### src/rtl/out_port_reader.sv
// Read-handshake front end for the switch output ports: one request FSM and one FIFO per port,
// merged round-robin onto a single ready/valid stream.
module out_port_reader #(
   parameter int NUM_PORTS  = 4,
   parameter int DW         = 8,
   parameter int FIFO_DEPTH = 8,
   parameter int RD_TIMEOUT = 4
) (
   input  logic                         clk,
   input  logic                         reset,
   input  logic                         en,
   input  logic [NUM_PORTS*DW-1:0]      addr_out,
   input  logic [NUM_PORTS*DW-1:0]      data_out,
   input  logic [NUM_PORTS-1:0]         valid_out,
   input  logic [NUM_PORTS-1:0]         rcv_rdy,
   output logic [NUM_PORTS-1:0]         data_rd,
   output logic                         m_valid,
   input  logic                         m_ready,
   output logic [$clog2(NUM_PORTS)-1:0] m_port,
   output logic [DW-1:0]                m_addr,
   output logic [DW-1:0]                m_data,
   output logic [NUM_PORTS-1:0]         timeout,
   output logic [NUM_PORTS-1:0]         spurious
);
   localparam int PW = $clog2(NUM_PORTS);
   localparam int AW = $clog2(FIFO_DEPTH);
   localparam int CW = $clog2(FIFO_DEPTH + 1);
   localparam int WW = $clog2(RD_TIMEOUT + 1);
   localparam logic [CW-1:0] FULL_CNT  = CW'(FIFO_DEPTH);
   localparam logic [WW-1:0] WCNT_MAX  = WW'(RD_TIMEOUT);
   localparam logic [PW-1:0] LAST_PORT = PW'(NUM_PORTS - 1);

   typedef enum logic [1:0] {IDLE, REQ, WAIT} state_t;

   state_t               state_q [NUM_PORTS];
   state_t               state_d [NUM_PORTS];
   logic [WW-1:0]        wcnt_q  [NUM_PORTS];
   logic [WW-1:0]        wcnt_d  [NUM_PORTS];
   logic [CW-1:0]        cnt_q   [NUM_PORTS];
   logic [CW-1:0]        cnt_d   [NUM_PORTS];
   logic [AW-1:0]        wptr_q  [NUM_PORTS];
   logic [AW-1:0]        wptr_d  [NUM_PORTS];
   logic [AW-1:0]        rptr_q  [NUM_PORTS];
   logic [AW-1:0]        rptr_d  [NUM_PORTS];
   logic [2*DW-1:0]      mem_q   [NUM_PORTS][FIFO_DEPTH];
   logic [NUM_PORTS-1:0] data_rd_q, data_rd_d, timeout_q, timeout_d, spurious_q, spurious_d;
   logic [NUM_PORTS-1:0] issue, wr_en, pop, nonempty;
   logic [PW-1:0]        rr_q, rr_d, gnt_q, gnt_d, gnt;
   logic                 lock_q, lock_d, handshake, found;
   logic [2*DW-1:0]      head;

   always_comb begin
      issue    = '0;
      nonempty = '0;
      for (int p = 0; p < NUM_PORTS; p++) begin
         issue[p]    = (state_q[p] == IDLE) && en && rcv_rdy[p] && (cnt_q[p] != FULL_CNT);
         nonempty[p] = (cnt_q[p] != '0);
      end
   end

   // Next-state logic; REQ and WAIT always run to completion regardless of en/rcv_rdy
   always_comb begin
      for (int p = 0; p < NUM_PORTS; p++) begin
         state_d[p] = state_q[p];
         wcnt_d[p]  = wcnt_q[p];
         case (state_q[p])
            IDLE: if (issue[p]) state_d[p] = REQ;
            REQ: begin
               state_d[p] = WAIT;
               wcnt_d[p]  = WW'(1);
            end
            WAIT: begin
               if (valid_out[p] || (wcnt_q[p] == WCNT_MAX)) state_d[p] = IDLE;
               else                                         wcnt_d[p]  = wcnt_q[p] + WW'(1);
            end
            default: state_d[p] = IDLE;
         endcase
      end
   end

   always_comb begin
      data_rd_d  = '0;
      timeout_d  = '0;
      spurious_d = '0;
      wr_en      = '0;
      for (int p = 0; p < NUM_PORTS; p++) begin
         data_rd_d[p]  = issue[p];
         wr_en[p]      = (state_q[p] == WAIT) && valid_out[p];
         timeout_d[p]  = (state_q[p] == WAIT) && !valid_out[p] && (wcnt_q[p] == WCNT_MAX);
         spurious_d[p] = (state_q[p] != WAIT) && valid_out[p];
      end
   end

   // Grant is frozen while a presented beat waits for m_ready
   always_comb begin
      gnt   = rr_q;
      found = 1'b0;
      if (lock_q) begin
         gnt = gnt_q;
      end else begin
         for (int i = 0; i < NUM_PORTS; i++) begin
            if (!found && nonempty[(int'(rr_q) + i) % NUM_PORTS]) begin
               gnt   = PW'((int'(rr_q) + i) % NUM_PORTS);
               found = 1'b1;
            end
         end
      end
      m_valid   = |nonempty;
      handshake = m_valid && m_ready;
      head      = mem_q[gnt][rptr_q[gnt]];
      m_port    = m_valid ? gnt : '0;
      m_addr    = m_valid ? head[2*DW-1:DW] : '0;
      m_data    = m_valid ? head[DW-1:0] : '0;
      lock_d    = m_valid && !m_ready;
      gnt_d     = gnt;
      rr_d      = rr_q;
      if (handshake) rr_d = (gnt == LAST_PORT) ? '0 : gnt + PW'(1);
      pop = '0;
      for (int p = 0; p < NUM_PORTS; p++) pop[p] = handshake && (gnt == PW'(p));
   end

   always_comb begin
      for (int p = 0; p < NUM_PORTS; p++) begin
         cnt_d[p]  = cnt_q[p] + CW'(wr_en[p]) - CW'(pop[p]);
         wptr_d[p] = wptr_q[p] + AW'(wr_en[p]);
         rptr_d[p] = rptr_q[p] + AW'(pop[p]);
      end
   end

   always_ff @(posedge clk or negedge reset) begin
      if (!reset) begin
         for (int p = 0; p < NUM_PORTS; p++) begin
            state_q[p] <= IDLE;
            wcnt_q[p]  <= '0;
            cnt_q[p]   <= '0;
            wptr_q[p]  <= '0;
            rptr_q[p]  <= '0;
         end
         data_rd_q  <= '0;
         timeout_q  <= '0;
         spurious_q <= '0;
         rr_q       <= '0;
         gnt_q      <= '0;
         lock_q     <= 1'b0;
      end else begin
         for (int p = 0; p < NUM_PORTS; p++) begin
            state_q[p] <= state_d[p];
            wcnt_q[p]  <= wcnt_d[p];
            cnt_q[p]   <= cnt_d[p];
            wptr_q[p]  <= wptr_d[p];
            rptr_q[p]  <= rptr_d[p];
         end
         data_rd_q  <= data_rd_d;
         timeout_q  <= timeout_d;
         spurious_q <= spurious_d;
         rr_q       <= rr_d;
         gnt_q      <= gnt_d;
         lock_q     <= lock_d;
      end
   end

   always_ff @(posedge clk) begin
      for (int p = 0; p < NUM_PORTS; p++) begin
         if (wr_en[p]) mem_q[p][wptr_q[p]] <= {addr_out[p*DW +: DW], data_out[p*DW +: DW]};
      end
   end

   assign data_rd  = data_rd_q;
   assign timeout  = timeout_q;
   assign spurious = spurious_q;

endmodule

### config.mk
export PLATFORM = sky130hd
export DESIGN_NAME = out_port_reader
export DESIGN_NICKNAME = d
export VERILOG_FILES = /design/src/rtl/out_port_reader.sv
export SDC_FILE = /design/constraint.sdc
export NUM_CORES = 1
export LEC_CHECK = 0
export CAP_MARGIN = 20
export CORE_ASPECT_RATIO = 0.8
export CORE_MARGIN = 5
export CORE_UTILIZATION = 55
export CTS_CLUSTER_DIAMETER = 200
export DETAILED_ROUTE_END_ITERATION = 7
export PLACE_DENSITY_LB_ADDON = 0.08
export SLEW_MARGIN = 40
export SYNTH_ARGS = -nofsm -noshare
export SYNTH_HDL_FRONTEND = slang
export SYNTH_SLANG_ARGS = --single-unit
### constraint.sdc
create_clock -name clk -period 6.6 [get_ports clk]
set_clock_uncertainty 0.1 [all_clocks]
set_input_delay 0.99 -clock clk [delete_from_list [all_inputs] [get_ports clk]]
set_output_delay 0.99 -clock clk [all_outputs]
set_load 0.01 [all_outputs]
# Word-level counts from Yosys, hierarchy flattened

Memory sizes are Yosys's and may differ from the RTL's.
Cells that the tools add are included.

Bits in registers: 77
RAM bits: 512
Output and inout port bits: 31
Memories kept: 1

Add/sub/neg operators: 24
$lt $le $gt $ge: 14
Equal/unequal tests: 35
Muxes and demuxes: 67
Bitwise operators: 9
Reduce and logical (&&, ||, !) cells: 78

Memory list:

| memory | depth | width | read ports | clocked after memory_dff | wr ports | line | RTL |
|---|---|---|---|---|---|---|---|
| mem_q  | 4     | 128   | 1          | 0                        | 4        | 45   | `logic [2*DW-1:0] mem_q [NUM_PORTS][FIFO_DEPTH];` |

Operators with widths:

| kind                | number |
|---|---|
| $mux 128            | 4 |
| $demux 16 s3        | 4 |
| $mux 16             | 6 |
| $bmux 16 s3         | 1 |
| $logic_and 1x1->1   | 41 |
| $ne 2x2->1 const B  | 16 |
| $mux 2              | 14 |
| $add 3x1->3         | 8 |
| $pmux 2 s3          | 4 |
| $pmux 3 s2          | 4 |
| $ge 4x4->1 const B  | 5 |
| $not 3->4           | 5 |
| $mux 3              | 6 |
| $mux 1              | 17 |
| $add 4x1->4         | 4 |
| $lt 4x1->1 const B  | 4 |
| $mux 8              | 2 |
| $ne 4x4->1 const B  | 4 |
| $reduce_and 2->1    | 8 |
| $reduce_bool 4->1   | 4 |
| $sub 4x1->4         | 4 |
| $add 3x1->3 const B | 4 |
| $eq 2x2->1 const B  | 6 |
| $eq 3x3->1 const B  | 4 |
| other kinds (16)    | 48 |

# Logic depth before layout (Yosys ltp)

Word-level depth: 26
Mapped depth: 18
Depth with buffers taken out: 15

# Least setup slack after synthesis

OpenSTA, ideal clock, no wires.

Path kind: register to output
Start point: register cnt_q[2] (netlist name)
End point: output port m_addr[7]
Arrival: 3.036 ns
Data required time: 5.510 ns
Slack: 2.474 ns
Stages on the path, launching flop included: 15
Cells stage by stage: dfrtp_1 -> inv_1 -> ha_1 -> or3b_1 -> buf_2 -> a211oi_2 -> nor3_1 -> a22oi_4 -> mux2i_4 -> buf_2 -> clkbuf_1 -> nand2_1 -> nand3_1 -> nand4_1 -> nor3_1

Cells in the longest elaborated chain, start to end: 26

Ends and longest elaborated chain:

| element                                    | line | RTL |
|---|---|---|
| start, declared                            | 39   | `logic [CW-1:0] cnt_q [NUM_PORTS];` |
| start signal, assigned by index            | 149  | `cnt_q[p] <= cnt_d[p];` |
| $reduce_bool 4->1 *                        | 57   | `nonempty[p] = (cnt_q[p] != '0);` |
| $bmux 1 s2                                 | 102  | `if (!found && nonempty[(int'(rr_q) + i) % NUM_PORTS]) begin` |
| $mux 1 (implied by the code)               | 102  |  |
| $mux 1                                     | 102  |  |
| $mux 1                                     | 98   | `if (lock_q) begin` |
| $logic_not 1->1                            | 102  |  |
| $logic_and 1x1->1                          | 102  |  |
| $mux 1                                     | 102  |  |
| [... 8 more ...]                           | n/a  |  |
| $mux 2                                     | 98   |  |
| $not 2->3 (implied by the code)            | 110  | `head = mem_q[gnt][rptr_q[gnt]];` |
| $bmux 3 s2                                 | 110  |  |
| $mux 3 (implied by the code) (2 in a row)  | 110  |  |
| $not 3->4 (implied by the code)            | 110  |  |
| $bmux 16 s3                                | 110  |  |
| $mux 16 (implied by the code) (2 in a row) | 110  |  |
| $mux 8 *                                   | 112  | `m_addr = m_valid ? head[2*DW-1:DW] : '0;` |
| end, declared                              | 20   | `output logic [DW-1:0] m_addr,` |

Mark *: on every way between the ends. The rest lies on a longest branch, timed or not. The select of a mux whose other input is x is not followed.

# Final worst setup path

Start point: register cnt_q[2] (netlist name)
End point: output port m_addr[1]

Same word-level chain as after synthesis.

==> out/qor.yml <==
clocking:
  cts_buffers: 55
  clkTransAtPathRegs_ns: 0.06
  cts-htree-levels: 2
  cts_resized: 0
  clkLatencyLatePin_ns: 0.59
  root_buffer: "clkbuf_16"
  cts_tree: "done"
  holdBufCountCts: 0
  post-cts-setup-buffer-count: 0
  clock_sinks: 589
  clock_path_buffers: 3
pwr:
  peakVddDrop_mv: 0.457
  powerDensity_nw_per_um2: 477
  leakage_uw: 0.0100
  p_total_uw: 13400
sta:
  slew_viol_final: 0
  finalSetupViolCount: 0
  layout_min_cycle_time_ns: 6.28
  final.setup.tns_ns: 0
  worst_pin_slew_ns: 0.825
  setup_ws_ns: 0.322
  clock.fmax_mhz: 159
  hold_viol: 0
  slew_headroom_pct: 44.7
  finalCritPeriodShare_pct: 95.1
  rsz0062_at_grt: "false"
grt:
  track_usage_pct: 26.4
  antenna_found_initial: 1
  grt_pass1_vias: 14500
  grt_start_max_net_pins: 78
  grt_pass1_wl_um: 94200
  grt-ovfl-total: 0
route:
  totalWireLength_um: 64600
  vias: 15200
  antenna_left: 0
  drc: 0
  via_per_inst: 6.08
  dr.pass1.iters: 5
  initialDrtViolationCount: 1605
  routedWlPerCell_um: 25.9
die:
  initial_utilization_pct: 55.8
  fp.dieArea_um2: 48200
  core_um2: 43200
  die_h_um: 197
  die_w_um: 244
  fp-row-count: 68
  pin_count: 107
hold_path:
  min_path_type: "in -> async"
final_layout:
  area_growth_pct: 16.7
  final_common_cell: "edfxtp_1"
  final_cell_mix: "512 x edfxtp_1, 326 x nand2_1, 134 x nand3_1"
  final_nets: 2009
  drive_gt1_share_pct: 9.93
  antenna_cells: 0
placed_design:
  pre_cts_slack_ns: 0.798
  gp_congestion: 0.911
  port_buffers: 106
  post-dp-hpwl_um: 43200
logic_synthesis:
  synth_cell_types: 60
  synth_edf_count: 512
  ys_ff_latch: 589
  synth_area_per_cell_um2: 13.8
  yosysSeqAreaShare_pct: 71.8
  synthCells: 1749
  syn-num-nets: 1870
  ys_warn_count: 0
  netlist_area_um2: 24100
  ys_async_sr_fraction_pct: 13.1
  ys.flop_type: "edfxtp_1"
critical_path:
  cp.arrival_ns: 5.19
  critPathLaunchType: "flop"
  required_ns: 5.51
  critPathBufInv: 3
  crit_fanout: 46
  crit_chain: "inv_1 > ha_1 > or3b_1 > a211oi_2 > o22ai_4 > mux2i_2 > mux2_4 > buf_4 > nand2_1 > a32oi_1 > a31oi_1 > nor3_1 > clkdlybuf4s50_1"
  max_stage_delay_ns: 0.65
  worst_path_max_delay_cell: "clkdlybuf4s50_1"
  crit_path_end_kind: "output port"
  path_class: "reg -> out"
  critPathTopFamily: "buffers and inverters"
outcome:
  status: "finished, final reports clean"
flow_run:
  max_cap_viol_count: 0
==> final cells by class <==
type                            count  area (um2)
Timing Repair Buffer              166        1610
Sequential cell                   589       17300
Inverter                           46         173
Multi-Input combinational cell   1030        6370
Clock inverter                     37         498
Tap cell                          560         701
Fill cell                        3210       15100
Clock buffer                       66        1480
==> per-layer routing <==
metal	wire length [um]	share of wire (%)	GRT usage [%]	vias up
li1	-	-	-	6778
met1	27400	42	38.5	7644
met2	29600	46	41.2	630
met3	5570	8.6	5.24	98
met4	2040	3.2	8.00	2
met5	12	0.019	0	-
==> cell usage after synthesis (all sizes together) (3+ instances only) <==
master,count,share of area [%]
xor2,15,0.54
nor4,6,0.21
buf,41,0.90
nor2b,32,0.83
edfxtp,512,64
dfrtp,77,8.0
a21oi,64,1.3
and3,4,0.10
a31oi,19,0.49
or2,3,0.078
xnor2,7,0.25
a211oi,49,1.6
nand2,327,5.1
or3b,3,0.11
nand3,134,2.8
nand4,32,0.83
nor2,53,0.84
mux2,6,0.31
o21ai,12,0.25
clkbuf,43,0.67
inv,46,0.72
a2111oi,9,0.35
mux2i,92,4.0
a32oi,15,0.54
o22a,4,0.15
o22ai,6,0.21
nor3,33,0.71
fa,4,0.33
nor3b,3,0.14
a22oi,19,0.65
a21o,4,0.12
ha,41,2.1
nand2b,15,0.39
and2,7,0.18
==> cells by family after synthesis <==
| logic type | count (synthesis) | share of synthesized area, % |
|---|---|---|
| flip-flops | 589 | 71.8 |
| XOR/XNOR | 22 | 0.799 |
| buffers and inverters | 130 | 2.29 |
| multiplexers | 98 | 4.27 |
| AO/OA/AOI/OAI | 209 | 6.01 |
| adder cells (fa/ha/maj) | 45 | 2.46 |
| AND/OR/NAND/NOR | 656 | 12.4 |
==> where the power goes <==
part / internal [uW] / total [uW] / switching (uW)
clock network: 2070 / 3440 / 1370
registers: 4360 / 4620 / 250
logic: 1890 / 5360 / 3470
==> path summary, 6_finish.rpt <==
kind                       cells after the start      start  slack, ns          to
max                                           13   cnt_q[2]       0.32   m_addr[1]
min                                            1      reset       0.32  timeout[2]
max reg2reg                                   14   cnt_q[2]       2.58   cnt_q[15]
min reg2reg                                    1  wptr_q[6]       0.43   wptr_q[6]
max in group asynchronous                      1      reset       5.58    cnt_q[4]
min in group clk                               1  wptr_q[6]       0.43   wptr_q[6]
==> sequential cells by signal, summed over array words and instances (netlist names), 8 cells and up <==
name / cells
cnt_q: 16
mem_q: 512
rptr_q: 12
state_q: 8
wcnt_q: 12
wptr_q: 12
==> stage by stage <==
step / instances / cell area [um2] / util (%) / hold WS, ns
final: 2494 / 28100 / 65.1 / 0.316
after global placement: 2382 / 26000 / 60.1 / 0.401
after floorplan: 1749 / 24100 / - / 0.391
after global routing: 2494 / 28100 / 65.1 / 0.388
after detailed placement: 2390 / 26100 / 60.4 / 0.414
after CTS: 2493 / 28100 / 65.0 / 0.365
Power figures use the tool's default switching activity.
